File: src/rtl/seg_scan_driver.sv
// Time-multiplexed common-anode seven-segment driver: scans NUM_DIGITS digits from a
// load-strobed shadow register with blanking, blinking and a dark gap at each slot start.
module seg_scan_driver #(
  parameter int NUM_DIGITS   = 4,
  parameter int DIGIT_TICKS  = 100000,
  parameter int BLINK_FRAMES = 250
) (
  input  logic                    clk,
  input  logic                    rst_n,
  input  logic [4*NUM_DIGITS-1:0] digits_in,
  input  logic [NUM_DIGITS-1:0]   dp_in,
  input  logic [NUM_DIGITS-1:0]   blank_in,
  input  logic [NUM_DIGITS-1:0]   blink_in,
  input  logic                    load,
  output logic [6:0]              seg,
  output logic                    dp,
  output logic [NUM_DIGITS-1:0]   an,
  output logic                    frame_tick
);

  localparam int TICK_W  = (DIGIT_TICKS > 1) ? $clog2(DIGIT_TICKS) : 1;
  localparam int IDX_W   = (NUM_DIGITS > 1) ? $clog2(NUM_DIGITS) : 1;
  localparam int FRAME_W = (BLINK_FRAMES > 1) ? $clog2(BLINK_FRAMES) : 1;

  localparam logic [TICK_W-1:0]  TICK_LAST  = TICK_W'(DIGIT_TICKS - 1);
  localparam logic [IDX_W-1:0]   IDX_LAST   = IDX_W'(NUM_DIGITS - 1);
  localparam logic [FRAME_W-1:0] FRAME_LAST = FRAME_W'(BLINK_FRAMES - 1);

  logic [TICK_W-1:0]       tick_cnt_q, tick_cnt_d;
  logic [IDX_W-1:0]        idx_q, idx_d;
  logic [FRAME_W-1:0]      frame_cnt_q, frame_cnt_d;
  logic                    blink_phase_q, blink_phase_d;
  logic [4*NUM_DIGITS-1:0] digits_q, digits_d;
  logic [NUM_DIGITS-1:0]   dp_sh_q, dp_sh_d;
  logic [NUM_DIGITS-1:0]   blank_q, blank_d;
  logic [NUM_DIGITS-1:0]   blink_q, blink_d;
  logic [6:0]              seg_q, seg_d;
  logic                    dp_q, dp_d;
  logic [NUM_DIGITS-1:0]   an_q, an_d;
  logic                    frame_tick_q, frame_tick_d;

  logic [3:0] digit_arr [NUM_DIGITS];
  logic       tick_wrap;
  logic       idx_wrap;
  logic       frame_end;
  logic       dark;
  logic [3:0] cur_digit;

  genvar gi;
  generate
    for (gi = 0; gi < NUM_DIGITS; gi++) begin : g_digit
      assign digit_arr[gi] = digits_q[4*gi +: 4];
    end
  endgenerate

  function automatic logic [6:0] hex_to_seg(input logic [3:0] v);
    logic [6:0] s;
    case (v)
      4'h0: s = 7'b1000000;
      4'h1: s = 7'b1111001;
      4'h2: s = 7'b0100100;
      4'h3: s = 7'b0110000;
      4'h4: s = 7'b0011001;
      4'h5: s = 7'b0010010;
      4'h6: s = 7'b0000010;
      4'h7: s = 7'b1111000;
      4'h8: s = 7'b0000000;
      4'h9: s = 7'b0010000;
      4'hA: s = 7'b0001000;
      4'hB: s = 7'b0000011;
      4'hC: s = 7'b1000110;
      4'hD: s = 7'b0100001;
      4'hE: s = 7'b0000110;
      default: s = 7'b0001110;
    endcase
    return s;
  endfunction

  always_comb begin
    tick_wrap = (tick_cnt_q == TICK_LAST);
    idx_wrap  = (idx_q == IDX_LAST);
    frame_end = tick_wrap && idx_wrap;

    tick_cnt_d = tick_wrap ? '0 : tick_cnt_q + TICK_W'(1);
    idx_d      = idx_q;
    if (tick_wrap) begin
      idx_d = idx_wrap ? '0 : idx_q + IDX_W'(1);
    end

    frame_cnt_d   = frame_cnt_q;
    blink_phase_d = blink_phase_q;
    if (frame_end) begin
      if (frame_cnt_q == FRAME_LAST) begin
        frame_cnt_d   = '0;
        blink_phase_d = ~blink_phase_q;
      end else begin
        frame_cnt_d = frame_cnt_q + FRAME_W'(1);
      end
    end

    digits_d = load ? digits_in : digits_q;
    dp_sh_d  = load ? dp_in     : dp_sh_q;
    blank_d  = load ? blank_in  : blank_q;
    blink_d  = load ? blink_in  : blink_q;
  end

  // Output stage works from pre-edge state, so the display trails the counters by one cycle.
  always_comb begin
    cur_digit    = digit_arr[idx_q];
    dark         = blank_q[idx_q] || (blink_q[idx_q] && blink_phase_q);
    an_d         = '1;
    seg_d        = 7'b1111111;
    dp_d         = 1'b1;
    frame_tick_d = frame_end;
    if ((tick_cnt_q != '0) && !dark) begin
      an_d  = ~(NUM_DIGITS'(1) << idx_q);
      seg_d = hex_to_seg(cur_digit);
      dp_d  = ~dp_sh_q[idx_q];
    end
  end

  always_ff @(posedge clk or negedge rst_n) begin
    if (!rst_n) begin
      tick_cnt_q    <= '0;
      idx_q         <= '0;
      frame_cnt_q   <= '0;
      blink_phase_q <= 1'b0;
      digits_q      <= '0;
      dp_sh_q       <= '0;
      blank_q       <= '0;
      blink_q       <= '0;
      an_q          <= '1;
      seg_q         <= 7'b1111111;
      dp_q          <= 1'b1;
      frame_tick_q  <= 1'b0;
    end else begin
      tick_cnt_q    <= tick_cnt_d;
      idx_q         <= idx_d;
      frame_cnt_q   <= frame_cnt_d;
      blink_phase_q <= blink_phase_d;
      digits_q      <= digits_d;
      dp_sh_q       <= dp_sh_d;
      blank_q       <= blank_d;
      blink_q       <= blink_d;
      an_q          <= an_d;
      seg_q         <= seg_d;
      dp_q          <= dp_d;
      frame_tick_q  <= frame_tick_d;
    end
  end

  assign an         = an_q;
  assign seg        = seg_q;
  assign dp         = dp_q;
  assign frame_tick = frame_tick_q;

endmodule
File: config.mk
export PLATFORM = sky130hd
export DESIGN_NAME = seg_scan_driver
export DESIGN_NICKNAME = d
export VERILOG_FILES = /design/src/rtl/seg_scan_driver.sv
export SDC_FILE = /design/constraint.sdc
export NUM_CORES = 1
export LEC_CHECK = 0
export CAP_MARGIN = 20
export CORE_UTILIZATION = 55
export CTS_CLUSTER_SIZE = 8
export DETAILED_ROUTE_END_ITERATION = 7
export MAX_ROUTING_LAYER = met4
export PLACE_DENSITY = 0.88
export SLEW_MARGIN = 20
export SYNTH_ARGS = -nofsm -noshare
export SYNTH_HDL_FRONTEND = slang
export SYNTH_SLANG_ARGS = --single-unit
File: constraint.sdc
create_clock -name clk -period 2.5 [get_ports clk]
set_input_delay 0.625 -clock clk [delete_from_list [all_inputs] [get_ports clk]]
set_output_delay 0.625 -clock clk [all_outputs]
set_load 0.02 [all_outputs]
==> flow_metrics.tcl <==
set metrics [dict create \
    finClkSkew_ns 0.006628 \
    routed_wl_mm 6.917 \
    tritoncts "yes" \
    cts-hold-fix-buffers 0 \
    drc 0 \
    rsz0062_at_grt "no" \
    vias 2446 \
    syn2layout_area_growth_pct 20.41 \
    die_w_um 81.01 \
    max_freq_mhz 453.5 \
    critPathMaxStageDelay_ns 0.71 \
    grt_usage 0.2525 \
    grt_pass1_wl_mm 11.91 \
    timing.critical_path.buf_inv 1 \
    drt-initial-drc-count 191 \
    dpl_cell_area_mm2 0.003938 \
    pwr_density_cell_mw_per_mm2 592.7 \
    peakVddDrop_v 0.0005181 \
    cts_max_path_buffers 2 \
    clk_pin_slew_ns 0.08 \
    grt_pass1_vias 2552 \
    antenna_left 0 \
    final_area_mm2 0.004134 \
    r2r-end "seg[3]" \
    total_power_uw 2450 \
    leakage_uw 0.001738 \
    final_nets 378 \
    crit_slowest_cell "dfrtp_1" \
    finalHoldViolCount 0 \
    dr.pass1.iters 4 \
    antenna_found_initial 0 \
    io_pins 44 \
    cp_top_family "flip-flops" \
    yosysTopAreaCell "dfrtp_1" \
    rr_startpoint "idx_q[0]" \
    htree_levels 3 \
    hold_ws_ns 0.2445 \
    drv_slew 0 \
    period_share 0.8820 \
    initial_utilization 0.5765 \
    synth.top_cell.area_share 0.4155 \
    die_h_um 81.01 \
    yosysWarningCount 0 \
    synth_seq_cells 69 \
    r2r_slack_ns 0.29 \
    diodes 0 \
    synth_nets 330 \
    portBuffers 43 \
    synth-edff-count 0 \
    cts_resized 0 \
    cts_root_buffer "clkbuf_8" \
    setup_tns_ns 0 \
    mostFrequentLayoutCells "dfrtp_1 (57), clkdlybuf4s50_1 (42), mux2_2 (31), nor2_1 (19), nand2_1 (17)" \
    reg2reg_depth 6 \
    core-area_mm2 0.005956 \
    via_per_inst 5.923 \
    drive_gt1_frac 0.2337 \
    status "finished clean" \
    maxCapViolCount 0 \
    ys_seq_area_frac 0.5073 \
    postCtsSetupBuffers 0 \
    path_class "flip-flop to flip-flop" \
    crit_required_ns 2.77 \
    insertion_delay_ns 0.35 \
    crit_chain "mux4_2, ha_1, inv_1, nor2_1, o32ai_1, nand2_1" \
    final-setup-viol-count 0 \
    yosysUniqueCellTypes 45 \
    synth.avg_cell_area_um2 12.05 \
    grt_overflow_total 0 \
    post_drt_wl_per_cell_um 16.75 \
    layout_commonest_cell "dfrtp_1" \
    hold_path.class "primary input to asynchronous set/reset pin" \
    fin_crit_ns 2.205 \
    syn_area_mm2 0.003433 \
    synthFlopType "dfrtp_1" \
    start_kind "flip-flop" \
    numCtsBuffers 9 \
    synthCells 285 \
    critPathMaxFanout 11 \
    slew_headroom 0.6212 \
    gp_congestion 0.8475 \
    async_flop_share 1.000 \
    clock-sinks 69 \
    worst_pin_slew_ns 0.5682 \
    cp-end-kind "flip-flop" \
    cp.arrival_ns 2.47 \
    place_hpwl_mm 4.651 \
    rows 28 \
    synthTopCellsByArea "dfrtp_1 (42%), mux2_2 (10%), dfstp_2 (9.2%)" \
    dieArea_mm2 0.006563 \
    grt_max_degree 70 \
]
[worst max path at each step]
stage / depth (start not counted) / start / slack (ns) / end
5_1_grt: 6 / idx_q[0] / 0.10 / seg[3]
6_report: 6 / idx_q[0] / 0.29 / seg[3]
3_3_place_gp: 6 / idx_q[0] / 0.40 / seg[3]
3_5_place_dp: 6 / idx_q[0] / 0.29 / seg[3]
4_1_cts: 6 / idx_q[0] / 0.27 / seg[3]
2_1_floorplan: 7 / idx_q[0] / 0.66 / seg[3]
[synthesized netlist by cell type, types with 2 or more instances]
library cell and instances:
dfrtp_1 57, mux2_2 31, nor2_1 19, nand2_1 17, ha_1 14, xor2_1 13
dfstp_2 12, inv_1 12, nand3_1 12, nand4_1 9, mux4_2 8, a21oi_1 7
o41ai_1 6, and3_1 5, o31ai_1 5, xnor2_1 5, and2_1 4, buf_2 4
nor3_1 4, nor4_1 4, clkbuf_1 3, o21ai_0 3, and4_1 2, buf_4 2
mux2i_1 2, nor2b_1 2, nor3b_1 2, o211ai_1 2, o21a_1 2, or4_1 2
[per-layer routing]
layer  track usage  up-vias  share of wire
li1              -     1125              -
met1        0.3228     1206           0.44
met2        0.3891       94           0.49
met3       0.03708       21          0.047
met4        0.1375        0          0.026
met5             -        -              0
[flip-flops by register name (all words and copies together), names as in the netlist]
signal and flops:
blink_phase_q 1, blank_q 4, an 4, dp_sh_q 4, blink_q 4, tick_cnt_q 17
frame_tick 1, dp 1, idx_q 2, digits_q 16, frame_cnt_q 8, seg 7
[report_power, final]
part / total (uW) / switching [uW] / internal [uW]
logic: 324 / 150 / 174
clock network: 893 / 428 / 465
registers: 1230 / 35.9 / 1200
total: 2450 / 614 / 1840
[final cells by class]
type                    count  area (um^2)
multi-input cells         194         1589
flip-flops and latches     69         1742
well taps                  75        93.84
clock buffers              13        178.9
repair buffers             47        467.9
clock inverters             3        17.52
inverters                  12        45.04
fillers                   419         1822
[worst register-to-register path: cells and delay by family (launching register included)]
family | cells | cell delay (ns)
compound gates | 1 | 0.27
simple gates | 2 | 0.14
buf+inv | 1 | 0.09
fa+ha+maj | 1 | 0.26
flops | 1 | 0.71
mux | 1 | 0.66
[kinds of logic (layout without fill, tap and decap cells)]
logic type               after synthesis  count (layout)  share of synthesized area
AND/OR/NAND/NOR                       89              89                     0.1381
AO/OA/AOI/OAI                         32              32                    0.06778
buffers and inverters                 22              75                    0.02988
multiplexers                          41              41                     0.1600
flip-flops                            69              69                     0.5073
adder cells (fa/ha/maj)               14              14                    0.05102
XOR/XNOR                              18              18                    0.04592
[per-stage QoR]
stage	utilization	cells	worst slack (ns)
2_1_floorplan	-	285	0.6579
3_3_place_gp	0.6611	397	0.3994
3_5_place_dp	0.6611	397	0.2917
4_1_cts	0.6941	413	0.2691
5_1_grt	0.6941	413	0.1004
6_report	0.6941	413	0.2950
(Power assumes the default switching activity.)
